File: src/rtl/bp_be_thread_ctxt_ctrl.sv
// Backend context-switch sequencer.
// A CTXT CSR write to a different, implemented thread quiesces issue, waits
// for the pipeline to drain, saves the outgoing thread's next PC, swaps the
// active thread ID and offers the incoming thread's saved PC as a frontend
// redirect.
module bp_be_thread_ctxt_ctrl #(
  parameter int thread_id_width_p = 2,
  parameter int num_threads_p     = 4,
  parameter int vaddr_width_p     = 39,
  parameter logic [vaddr_width_p-1:0] reset_pc_p = 39'h0080000000
) (
  input  logic                         clk_i,
  input  logic                         reset_n_i,
  input  logic                         csr_ctxt_write_v_i,
  input  logic [thread_id_width_p-1:0] csr_ctxt_write_data_i,
  input  logic [vaddr_width_p-1:0]     retire_npc_i,
  input  logic                         pipe_empty_i,
  input  logic                         redirect_yumi_i,
  output logic [thread_id_width_p-1:0] current_thread_id_o,
  output logic                         suspend_o,
  output logic                         redirect_v_o,
  output logic [vaddr_width_p-1:0]     redirect_pc_o,
  output logic                         switch_done_o,
  output logic                         bad_target_o,
  output logic [15:0]                  switch_cnt_o
);

  // One extra bit so the implemented-thread count is representable even
  // when it equals 2**thread_id_width_p.
  localparam logic [thread_id_width_p:0] num_threads_lp =
    (thread_id_width_p+1)'(num_threads_p);

  typedef enum logic [1:0] {
    e_idle,
    e_drain,
    e_swap,
    e_redirect
  } state_e;

  state_e state_r, state_n;

  logic                         suspend_r;
  logic                         bad_target_r;
  logic                         accept_write;
  logic                         bad_write;
  logic [thread_id_width_p-1:0] current_r;
  logic [thread_id_width_p-1:0] target_r;
  logic [vaddr_width_p-1:0]     save_pc_r;
  logic [vaddr_width_p-1:0]     redir_pc_r;
  logic [15:0]                  switch_cnt_r;
  logic [vaddr_width_p-1:0]     pc_table_r [num_threads_p];

  logic [thread_id_width_p:0]   write_data_wide;
  assign write_data_wide = {1'b0, csr_ctxt_write_data_i};

  // Next-state logic plus the combinational handshake outputs.
  always_comb begin
    state_n       = state_r;
    accept_write  = 1'b0;
    bad_write     = 1'b0;
    redirect_v_o  = 1'b0;
    switch_done_o = 1'b0;
    case (state_r)
      e_idle: begin
        if (csr_ctxt_write_v_i) begin
          if (write_data_wide >= num_threads_lp) begin
            bad_write = 1'b1;
          end else if (csr_ctxt_write_data_i != current_r) begin
            accept_write = 1'b1;
            state_n      = e_drain;
          end
        end
      end
      e_drain: begin
        if (pipe_empty_i) begin
          state_n = e_swap;
        end
      end
      e_swap: begin
        state_n = e_redirect;
      end
      e_redirect: begin
        redirect_v_o = 1'b1;
        if (redirect_yumi_i) begin
          switch_done_o = 1'b1;
          state_n       = e_idle;
        end
      end
      default: begin
        state_n = e_idle;
      end
    endcase
  end

  // State register; suspend and the reject pulse are registered decodes.
  always_ff @(posedge clk_i or negedge reset_n_i) begin
    if (!reset_n_i) begin
      state_r      <= e_idle;
      suspend_r    <= 1'b0;
      bad_target_r <= 1'b0;
    end else begin
      state_r      <= state_n;
      suspend_r    <= (state_n != e_idle);
      bad_target_r <= bad_write;
    end
  end

  // Switch datapath: latch request, swap thread and fetch restore PC, count.
  always_ff @(posedge clk_i or negedge reset_n_i) begin
    if (!reset_n_i) begin
      target_r     <= '0;
      save_pc_r    <= reset_pc_p;
      redir_pc_r   <= reset_pc_p;
      current_r    <= '0;
      switch_cnt_r <= '0;
    end else begin
      if (accept_write) begin
        target_r  <= csr_ctxt_write_data_i;
        save_pc_r <= retire_npc_i;
      end
      if (state_r == e_swap) begin
        redir_pc_r <= pc_table_r[target_r];
        current_r  <= target_r;
      end
      if (switch_done_o) begin
        switch_cnt_r <= switch_cnt_r + 16'd1;
      end
    end
  end

  // Per-thread saved PC; the outgoing thread is written during SWAP. Target
  // and current differ there, so the read above always sees the old value.
  for (genvar gi = 0; gi < num_threads_p; gi++) begin : g_pc_table
    always_ff @(posedge clk_i or negedge reset_n_i) begin
      if (!reset_n_i) begin
        pc_table_r[gi] <= reset_pc_p;
      end else if ((state_r == e_swap) &&
                   (current_r == thread_id_width_p'(gi))) begin
        pc_table_r[gi] <= save_pc_r;
      end
    end
  end

  assign current_thread_id_o = current_r;
  assign suspend_o           = suspend_r;
  assign redirect_pc_o       = redir_pc_r;
  assign bad_target_o        = bad_target_r;
  assign switch_cnt_o        = switch_cnt_r;

endmodule

File: config.mk
export PLATFORM = sky130hd
export DESIGN_NAME = bp_be_thread_ctxt_ctrl
export DESIGN_NICKNAME = d
export VERILOG_FILES = /design/src/rtl/bp_be_thread_ctxt_ctrl.sv
export SDC_FILE = /design/constraint.sdc
export NUM_CORES = 1
export LEC_CHECK = 0
export BUFFER_PORTS_ARGS = -buffer_cell sky130_fd_sc_hd__clkbuf_2
export CAP_MARGIN = 5
export CORE_ASPECT_RATIO = 0.9
export CORE_MARGIN = 3
export CORE_UTILIZATION = 55
export CTS_BUF_LIST = sky130_fd_sc_hd__clkbuf_16
export DETAILED_ROUTE_END_ITERATION = 8
export PLACE_DENSITY = 0.76
export SLEW_MARGIN = 40
export SYNTH_ARGS = -nofsm -noshare
export SYNTH_HDL_FRONTEND = slang
export SYNTH_SLANG_ARGS = --single-unit
export TNS_END_PERCENT = 100
File: constraint.sdc
create_clock -name clk_i -period 2.15 [get_ports clk_i]
set_clock_uncertainty 0.05 [all_clocks]
set_input_delay 0.3225 -clock clk_i [delete_from_list [all_inputs] [get_ports clk_i]]
set_output_delay 0.3225 -clock clk_i [all_outputs]
set_load 0.01 [all_outputs]
==> impl_table.tex, run 1 <==
\begin{tabular}{lr}
\hline
Metric & Value \\
\hline
\multicolumn{2}{l}{\textbf{Timing}} \\
\quad Max-slew violation total from the final report & 0 \\
\quad Total Negative Setup Slacks & 0 ns \\
\quad RSZ-0062 raised after global routing & no \\
\quad Maximum frequency from static timing analysis & 525.5 MHz \\
\quad Post-layout worst setup margin & 0.2470 ns \\
\quad Final min period & 1.903 ns \\
\quad Number of endpoints with negative hold slack in the final report & 0 \\
\quad Worst hold-check slack & 0.01587 ns \\
\quad Number of failing setup endpoints in the final timing report & 0 \\
\quad Fraction of the cycle the final worst path needs & 88.51\% \\
\multicolumn{2}{l}{\textbf{Worst setup path}} \\
\quad Data arrival time at the worst-slack endpoint & 1.53 ns \\
\quad Cell family with most CP delay & flip-flops \\
\quad Cell breakdown of the critical path & and3\_1 -> clkbuf\_2 \\
\quad Path type of the worst setup path & flop to output port \\
\quad Largest fanout of any net on the critical path & 8 \\
\quad Delay contributed by the slowest stage of the critical path & 0.47 ns \\
\quad Buffers plus inverters on the worst setup path & 1 \\
\quad Critical path capture point type & output port \\
\quad Worst Path Required & 1.78 ns \\
\quad Master of the slowest instance on the critical path & dfrtp\_1 \\
\quad Critical path launch point type & flop \\
\multicolumn{2}{l}{\textbf{Clock network}} \\
\quad Total number of H-tree levels & 1 \\
\quad Clk\_lat worst skew & 0.52 ns \\
\quad Post-CTS Setup Bufs & 0 \\
\quad CTS tree & built \\
\quad Clk root buf & clkbuf\_16 \\
\quad CTS Buf Count & 26 \\
\quad Clock slew at reported path FFs & 0.06 ns \\
\quad Maximum buffer depth of the clock tree & 3 \\
\quad Total of cells resized after clock tree synthesis & 0 \\
\quad CTS sink count & 257 \\
\quad CTS Hold Buffers Added & 38 \\
\multicolumn{2}{l}{\textbf{Floorplan}} \\
\quad Die span in y & 137.8 um \\
\quad Starting utilization of the core area & 56.98\% \\
\quad Core Footprint & 0.01864 mm\^{}2 \\
\quad Total die area & 0.02102 mm\^{}2 \\
\quad Cell Rows & 47 \\
\quad Die width & 152.5 um \\
\quad Boundary pin count & 107 \\
\multicolumn{2}{l}{\textbf{Hold path}} \\
\quad Hold crit path type & input port to flop \\
\multicolumn{2}{l}{\textbf{Drt}} \\
\quad Ratio of routed vias to standard cells & 5.590 \\
\quad First DRT Iteration DRCs & 342 \\
\quad Total vias in the final route & 6373 \\
\quad Router iterations before antenna repair & 4 \\
\quad Final routed DRC violation total & 0 \\
\quad Drt wl/cell & 19.49 um \\
\quad Count of nets left with antenna violations after detail routing & 0 \\
\quad Final wirelength & 22.22 mm \\
\multicolumn{2}{l}{\textbf{Place}} \\
\quad I/O Buffers & 105 \\
\quad Post-Place Worst Slack & 0.2967 ns \\
\quad DP Area & 0.01158 mm\^{}2 \\
\quad Final GP Congestion & 0.7685 \\
\quad Post-Place Cells & 1053 \\
\quad HPWL reported at the end of detailed placement & 14.18 mm \\
\multicolumn{2}{l}{\textbf{Synth}} \\
\quad Gate count of the mapped netlist & 722 \\
\quad Synthesis Warnings & 0 \\
\quad Share of synthesized area occupied by flip-flops and latches & 60.62\% \\
\quad Syn nets & 769 \\
\quad Number of storage elements in the synthesis netlist & 257 \\
\quad Syn Std Cell Area & 0.01062 mm\^{}2 \\
\quad Library cells used by synthesis & 30 \\
\quad Avg Cell Area, Syn & 14.71 um\^{}2 \\
\multicolumn{2}{l}{\textbf{Cells and area}} \\
\quad Total Nets Final & 922 \\
\quad Filler cell count & 1264 \\
\quad Finished Cell Area & 0.01281 mm\^{}2 \\
\quad Diode insertion count for antenna repair & 0 \\
\quad Total area of sequential cells & 0.006444 mm\^{}2 \\
\quad Area used by multi-input combinational logic & 0.004004 mm\^{}2 \\
\quad Share of cells above drive strength 1 & 42.01\% \\
\quad Utilization after layout & 68.73\% \\
\quad Count of placed standard cells in the final layout, fillers left out & 1140 \\
\quad Area growth, synth to finish & 20.63\% \\
\multicolumn{2}{l}{\textbf{GRT}} \\
\quad Vias in the first global route & 7006 \\
\quad Number of antenna violations at the first check in global routing & 0 \\
\quad Largest net degree at the start of global routing & 66 \\
\quad Global-route total usage across every layer & 21.74\% \\
\quad First-pass GRT wire length & 36.57 mm \\
\quad Final global-route overflow total & 0 \\
\multicolumn{2}{l}{\textbf{Power and ir drop}} \\
\quad Cell Int Power & 13.20 mW \\
\quad Tot Pwr & 19.26 mW \\
\quad Switching Fraction & 31.48\% \\
\quad Part of the total power dissipated in combinational logic & 31.8\% \\
\quad Power share of the sequential group & 45.2\% \\
\quad Max rail drop VDD & 0.7058 mV \\
\quad Switching power & 6.064 mW \\
\quad Leakage Power & 6.039 nW \\
\quad Power density of the placed cells & 1503 mW/mm\^{}2 \\
\quad Clock network fraction of total power & 23.0\% \\
\multicolumn{2}{l}{\textbf{Status}} \\
\quad Outcome & completed \\
\multicolumn{2}{l}{\textbf{Flow run}} \\
\quad Max-capacitance violation count & 0 \\
\hline
\end{tabular}
## logic make-up after synthesis
kind of cell	Yosys count	synth area share, %
AND/OR/NAND/NOR	158	6.161
adder cells (fa/ha/maj)	1	0.1178
other	1	0.03531
multiplexers	237	29.26
flip-flops	257	60.62
XOR/XNOR	17	1.402
AO/OA/AOI/OAI	5	0.3063
buffers and inverters	46	2.097
## state kept, by name (all words and copies together) (netlist names)
register / cells
pc_table_r: 156
state_r: 2
target_r: 2
suspend_o: 1
switch_cnt_o: 16
save_pc_r: 39
current_thread_id_o: 2
redirect_pc_o: 39
## final timing paths
path	slack, ns	from	end	cells after the start
worst max-delay path	0.25	state_r[0]	switch_done_o	2
max in group asynchronous	1.12	reset_n_i	pc_table_r[11]	3
worst min-delay path	0.02	csr_ctxt_write_data_i[1]	target_r[1]	2
worst max register to register	0.27	state_r[0]	pc_table_r[66]	4
min in group asynchronous	0.20	reset_n_i	pc_table_r[92]	2
worst min register to register	0.42	switch_cnt_o[15]	switch_cnt_o[15]	1
## power groups by stage
stage	sequential, mW	clock, mW	combinational [mW]
global route	9.00	4.75	6.67
detailed placement	8.76	0	6.14
global placement	8.50	0	5.88
CTS	8.70	4.52	6.23
floorplan	8.19	0	4.47
finish	8.70	4.44	6.13
## per-layer routing
metal | up-vias | global-route usage [%] | routed length (um)
li1 | 2832 | - | -
met1 | 3373 | 28.84 | 9410
met2 | 138 | 38.75 | 11630
met3 | 30 | 3.298 | 856
met4 | 0 | 4.849 | 325
met5 | - | 0 | 0
## cells in the final DEF (no fill, tap or decap), types with 2 or more instances in the layout
master	n
a21oi_1	2
and2_1	2
and3_1	2
and4_1	2
buf_12	8
buf_4	15
bufinv_16	3
clkbuf_16	27
clkbuf_2	104
clkinv_1	9
clkinv_2	3
dfrtp_1	249
dfstp_2	6
dlygate4sd3_1	39
inv_1	9
mux2_1	38
mux2_2	160
mux4_2	39
nand2_1	130
nand3_1	2
nand4_1	4
nor2_1	5
nor3_1	4
o21ai_0	2
xnor2_1	6
xor2_1	11
## final cells by class
type                       count  share of cell area (%)
timing repair buffer         167                   9.355
multi-input combinational    419                   31.25
sequential                   257                   50.29
tap                          245                   2.393
clock buffer                  27                   5.273
clock inverter                21                   1.318
inverter                       4                  0.1172
## worst reg2reg max path, cell delays in order, from the launching register on
cell and delay (ns):
dfrtp_1 0.46, nand2b_2 0.27, nor3b_4 0.26, buf_12 0.29, mux2_2 0.42
## synth_stat cells (all sizes together)
library cell	count	area, um^2
a21oi	2	10.01
and2	2	12.51
and3	2	12.51
and4	2	17.52
buf	36	185.2
clkbuf	6	22.52
conb	1	3.750
dfrtp	251	6281
dfstp	6	157.7
ha	1	12.51
inv	4	15.01
mux2	198	2230
mux4	39	878.3
nand2	130	488.0
nand2b	1	6.260
nand3	3	15.01
nand4	4	25.02
nor2	6	22.52
nor2b	1	6.260
nor3	5	30.03
nor3b	1	12.51
nor4	1	6.260
o211ai	1	12.51
o21ai	2	10.01
xnor2	6	52.55
xor2	11	96.34
Note: power is estimated with default switching activity, not from simulation.
==> inputs of run 2 (changes only) <==
--- a/config.mk
+++ b/config.mk
@@ -9,10 +9,11 @@
 export CAP_MARGIN = 5
 export CORE_ASPECT_RATIO = 0.9
 export CORE_MARGIN = 3
-export CORE_UTILIZATION = 55
+export CORE_UTILIZATION = 53
 export CTS_BUF_LIST = sky130_fd_sc_hd__clkbuf_16
 export DETAILED_ROUTE_END_ITERATION = 8
-export PLACE_DENSITY = 0.76
+export PLACE_DENSITY = 0.77
+export SKIP_CTS_REPAIR_TIMING = 1
 export SLEW_MARGIN = 40
 export SYNTH_ARGS = -nofsm -noshare
 export SYNTH_HDL_FRONTEND = slang
==> constraint.sdc (replaced) <==
create_clock -name clk_i -period 1.65 [get_ports clk_i]
set_clock_uncertainty 0.05 [all_clocks]
set_input_delay 0.2475 -clock clk_i [delete_from_list [all_inputs] [get_ports clk_i]]
set_output_delay 0.2475 -clock clk_i [all_outputs]
set_load 0.01 [all_outputs]
==> run 2 against run 1 <==
The flow now finishes with violations (setup timing). Setup slack worse by 0.37 ns. Register-to-register slack worse by 0.39 ns. First-iteration DRC count up 1.5%. Core utilization up 3.5 points. Sequential power up 31%. Clock-buffer cell count unchanged. Largest cell class unchanged.
==> impl_table.tex, run 2 (synthesis gave the netlist of run 1 again) <==
\begin{tabular}{lr}
\hline
Metric & Value \\
\hline
\multicolumn{2}{l}{\textbf{Hold path}} \\
\quad Min-Delay Endpoint & target\_r[0] \\
\quad Hold crit path type & input port to flop \\
\quad Hold wc startpoint & csr\_ctxt\_write\_data\_i[0] \\
\quad Worst hold path cell count & 2 (unchanged) \\
\multicolumn{2}{l}{\textbf{Floorplan}} \\
\quad Core Footprint & 0.01940 mm\^{}2 (+4.1\%) \\
\quad Boundary pin count & 107 (unchanged) \\
\quad Total die area & 0.02178 mm\^{}2 (+3.6\%) \\
\quad Die width & 155.2 um (+1.8\%) \\
\quad Starting utilization of the core area & 54.75\% (-2.2 points) \\
\quad Cell Rows & 48 (+2.1\%) \\
\quad Die span in y & 140.3 um (+1.8\%) \\
\multicolumn{2}{l}{\textbf{Cells and area}} \\
\quad Most used cells in the layout excluding fill and tap cells & 246 x dfrtp\_1, 129 x nand2\_1, 102 x mux2\_4, 102 x clkbuf\_2, 67 x mux2\_2 \\
\quad Leading cell type in the layout, fill and taps excluded & dfrtp\_1 \\
\quad Filler cell count & 1160 (-8.2\%) \\
\quad Total Nets Final & 969 (+5.1\%) \\
\quad Share of cells above drive strength 1 & 46.18\% (+4.2 points) \\
\quad Total area of sequential cells & 0.006447 mm\^{}2 (about the same) \\
\quad Utilization after layout & 72.25\% (+3.5 points) \\
\quad Most flops, register & pc\_table\_r \\
\quad Number of flip-flops in the largest register & 156 (unchanged) \\
\quad Area used by multi-input combinational logic & 0.004425 mm\^{}2 (+11\%) \\
\quad Finished Cell Area & 0.01401 mm\^{}2 (+9.4\%) \\
\quad Area growth, synth to finish & 31.95\% \\
\quad Diode insertion count for antenna repair & 0 (unchanged) \\
\multicolumn{2}{l}{\textbf{Worst setup path}} \\
\quad Path type of the worst setup path & flop to output port \\
\quad Buffers plus inverters on the worst setup path & 3 (+2) \\
\quad Reg2reg end & save\_pc\_r[7] \\
\quad Master of the slowest instance on the critical path & dfrtp\_2 \\
\quad Cell breakdown of the critical path & buf\_6 -> and3\_4 -> buf\_6 -> buf\_6 \\
\quad CP most frequent cell & buf\_6 \\
\quad Reg-to-reg setup timing slack & -0.12 ns (-0.39 ns) \\
\quad Worst r2r path cells & 7 (+3) \\
\quad Worst Path Required & 1.35 ns (-0.43 ns) \\
\quad Origin of the worst setup path & state\_r[1] \\
\quad Cell family with most CP delay & flip-flops \\
\quad Largest fanout of any net on the critical path & 4 (-4) \\
\quad Delay contributed by the slowest stage of the critical path & 0.43 ns (-0.04 ns) \\
\quad Critical R2R Launch & state\_r[0] \\
\quad Critical path capture point type & output port \\
\quad Data arrival time at the worst-slack endpoint & 1.48 ns (-0.05 ns) \\
\quad Critical path launch point type & flop \\
\multicolumn{2}{l}{\textbf{Drt}} \\
\quad Total vias in the final route & 6852 (+7.5\%) \\
\quad First DRT Iteration DRCs & 347 (+1.5\%) \\
\quad Final wirelength & 26.88 mm (+21\%) \\
\quad Router iterations before antenna repair & 5 (+1) \\
\quad Drt wl/cell & 22.55 um (+16\%) \\
\quad Final routed DRC violation total & 0 (unchanged) \\
\quad Count of nets left with antenna violations after detail routing & 0 (unchanged) \\
\quad Ratio of routed vias to standard cells & 5.748 (+2.8\%) \\
\multicolumn{2}{l}{\textbf{Clock network}} \\
\quad Clk root buf & clkbuf\_16 \\
\quad CTS Buf Count & 26 (unchanged) \\
\quad Total number of H-tree levels & 1 (unchanged) \\
\quad Clock slew at reported path FFs & 0.06 ns (about the same) \\
\quad CTS sink count & 257 (unchanged) \\
\quad CTS tree & built \\
\quad Clk\_lat worst skew & 0.53 ns (about the same) \\
\quad Maximum buffer depth of the clock tree & 3 (unchanged) \\
\multicolumn{2}{l}{\textbf{Timing}} \\
\quad Number of endpoints with negative hold slack in the final report & 0 (unchanged) \\
\quad Number of failing setup endpoints in the final timing report & 133 (+133) \\
\quad Max-slew violation total from the final report & 0 (unchanged) \\
\quad Final min period & 1.774 ns \\
\quad Fraction of the cycle the final worst path needs & 107.5\% \\
\quad RSZ-0062 raised after global routing & yes \\
\quad Maximum frequency from static timing analysis & 563.8 MHz \\
\quad Post-layout worst setup margin & -0.1236 ns (-0.3706 ns) \\
\quad Worst hold-check slack & 0.03125 ns (+0.01537 ns) \\
\quad Total Negative Setup Slacks & -8.337 ns (-8.337 ns) \\
\multicolumn{2}{l}{\textbf{Place}} \\
\quad DP Area & 0.01180 mm\^{}2 (+1.9\%) \\
\quad Post-Place Worst Slack & -0.03818 ns (-0.3349 ns) \\
\quad I/O Buffers & 105 (unchanged) \\
\quad HPWL reported at the end of detailed placement & 14.60 mm (+2.9\%) \\
\quad Final GP Congestion & 0.7909 (+2.9\%) \\
\multicolumn{2}{l}{\textbf{Status}} \\
\quad Violated checks & setup timing \\
\quad Outcome & complete, but fails checks \\
\multicolumn{2}{l}{\textbf{GRT}} \\
\quad Global-route total usage across every layer & 20.85\% (-0.89 points) \\
\quad Vias in the first global route & 7017 (+0.16\%) \\
\quad Final global-route overflow total & 0 (unchanged) \\
\quad First-pass GRT wire length & 36.55 mm (about the same) \\
\quad Number of antenna violations at the first check in global routing & 0 (unchanged) \\
\quad Largest net degree at the start of global routing & 68 (+3.0\%) \\
\multicolumn{2}{l}{\textbf{Power and ir drop}} \\
\quad Max rail drop VDD & 1.061 mV (+50\%) \\
\quad Power density of the placed cells & 1971 mW/mm\^{}2 (+31\%) \\
\quad Leakage Power & 6.725 nW (+11\%) \\
\multicolumn{2}{l}{\textbf{Flow run}} \\
\quad Max-capacitance violation count & 0 (unchanged) \\
\hline
\end{tabular}
[run 2: where the power goes]
group / total [mW] / leakage, nW / switching, mW / internal, mW
clock network: 5.47 / 0.410 / 2.38 / 3.09
logic: 10.8 / 3.13 / 4.30 / 6.47
registers: 11.4 / 3.19 / 2.20 / 9.19
[run 2: worst max path at each step]
| stage | endpoint | slack [ns] | cells after the start |
|---|---|---|---|
| after floorplan | target_r[1] | -0.03 | 4 |
| after global placement | pc_table_r[66] | -0.003 | 4 |
| after detailed placement | pc_table_r[65] | -0.04 | 4 |
| after CTS | switch_done_o | -0.23 | 4 |
| after global routing | save_pc_r[7] | -0.18 | 7 |
| final | switch_done_o | -0.12 | 4 |
[run 2: per-layer routing]
layer,global-route usage (%),wire length [um]
met1,27.71,11300
met5,0,0
met3,3.336,1426
met2,36.86,13490
met4,4.146,659
[run 2: final cells by class]
class,count,share of cell area (%)
clock inverter,21,0.7856
inverter,4,0.1071
sequential,257,46.00
multi-input combinational,419,31.58
tap,250,2.232
clock buffer,27,4.821
timing repair buffer,214,14.47
[run 2: per-stage QoR]
step | cells | power, mW
after floorplan | 722 | 16.68
after global placement | 1068 | 19.13
after detailed placement | 1068 | 19.81
after CTS | 1116 | 25.29
after global routing | 1192 | 28.95
final | 1192 | 27.62
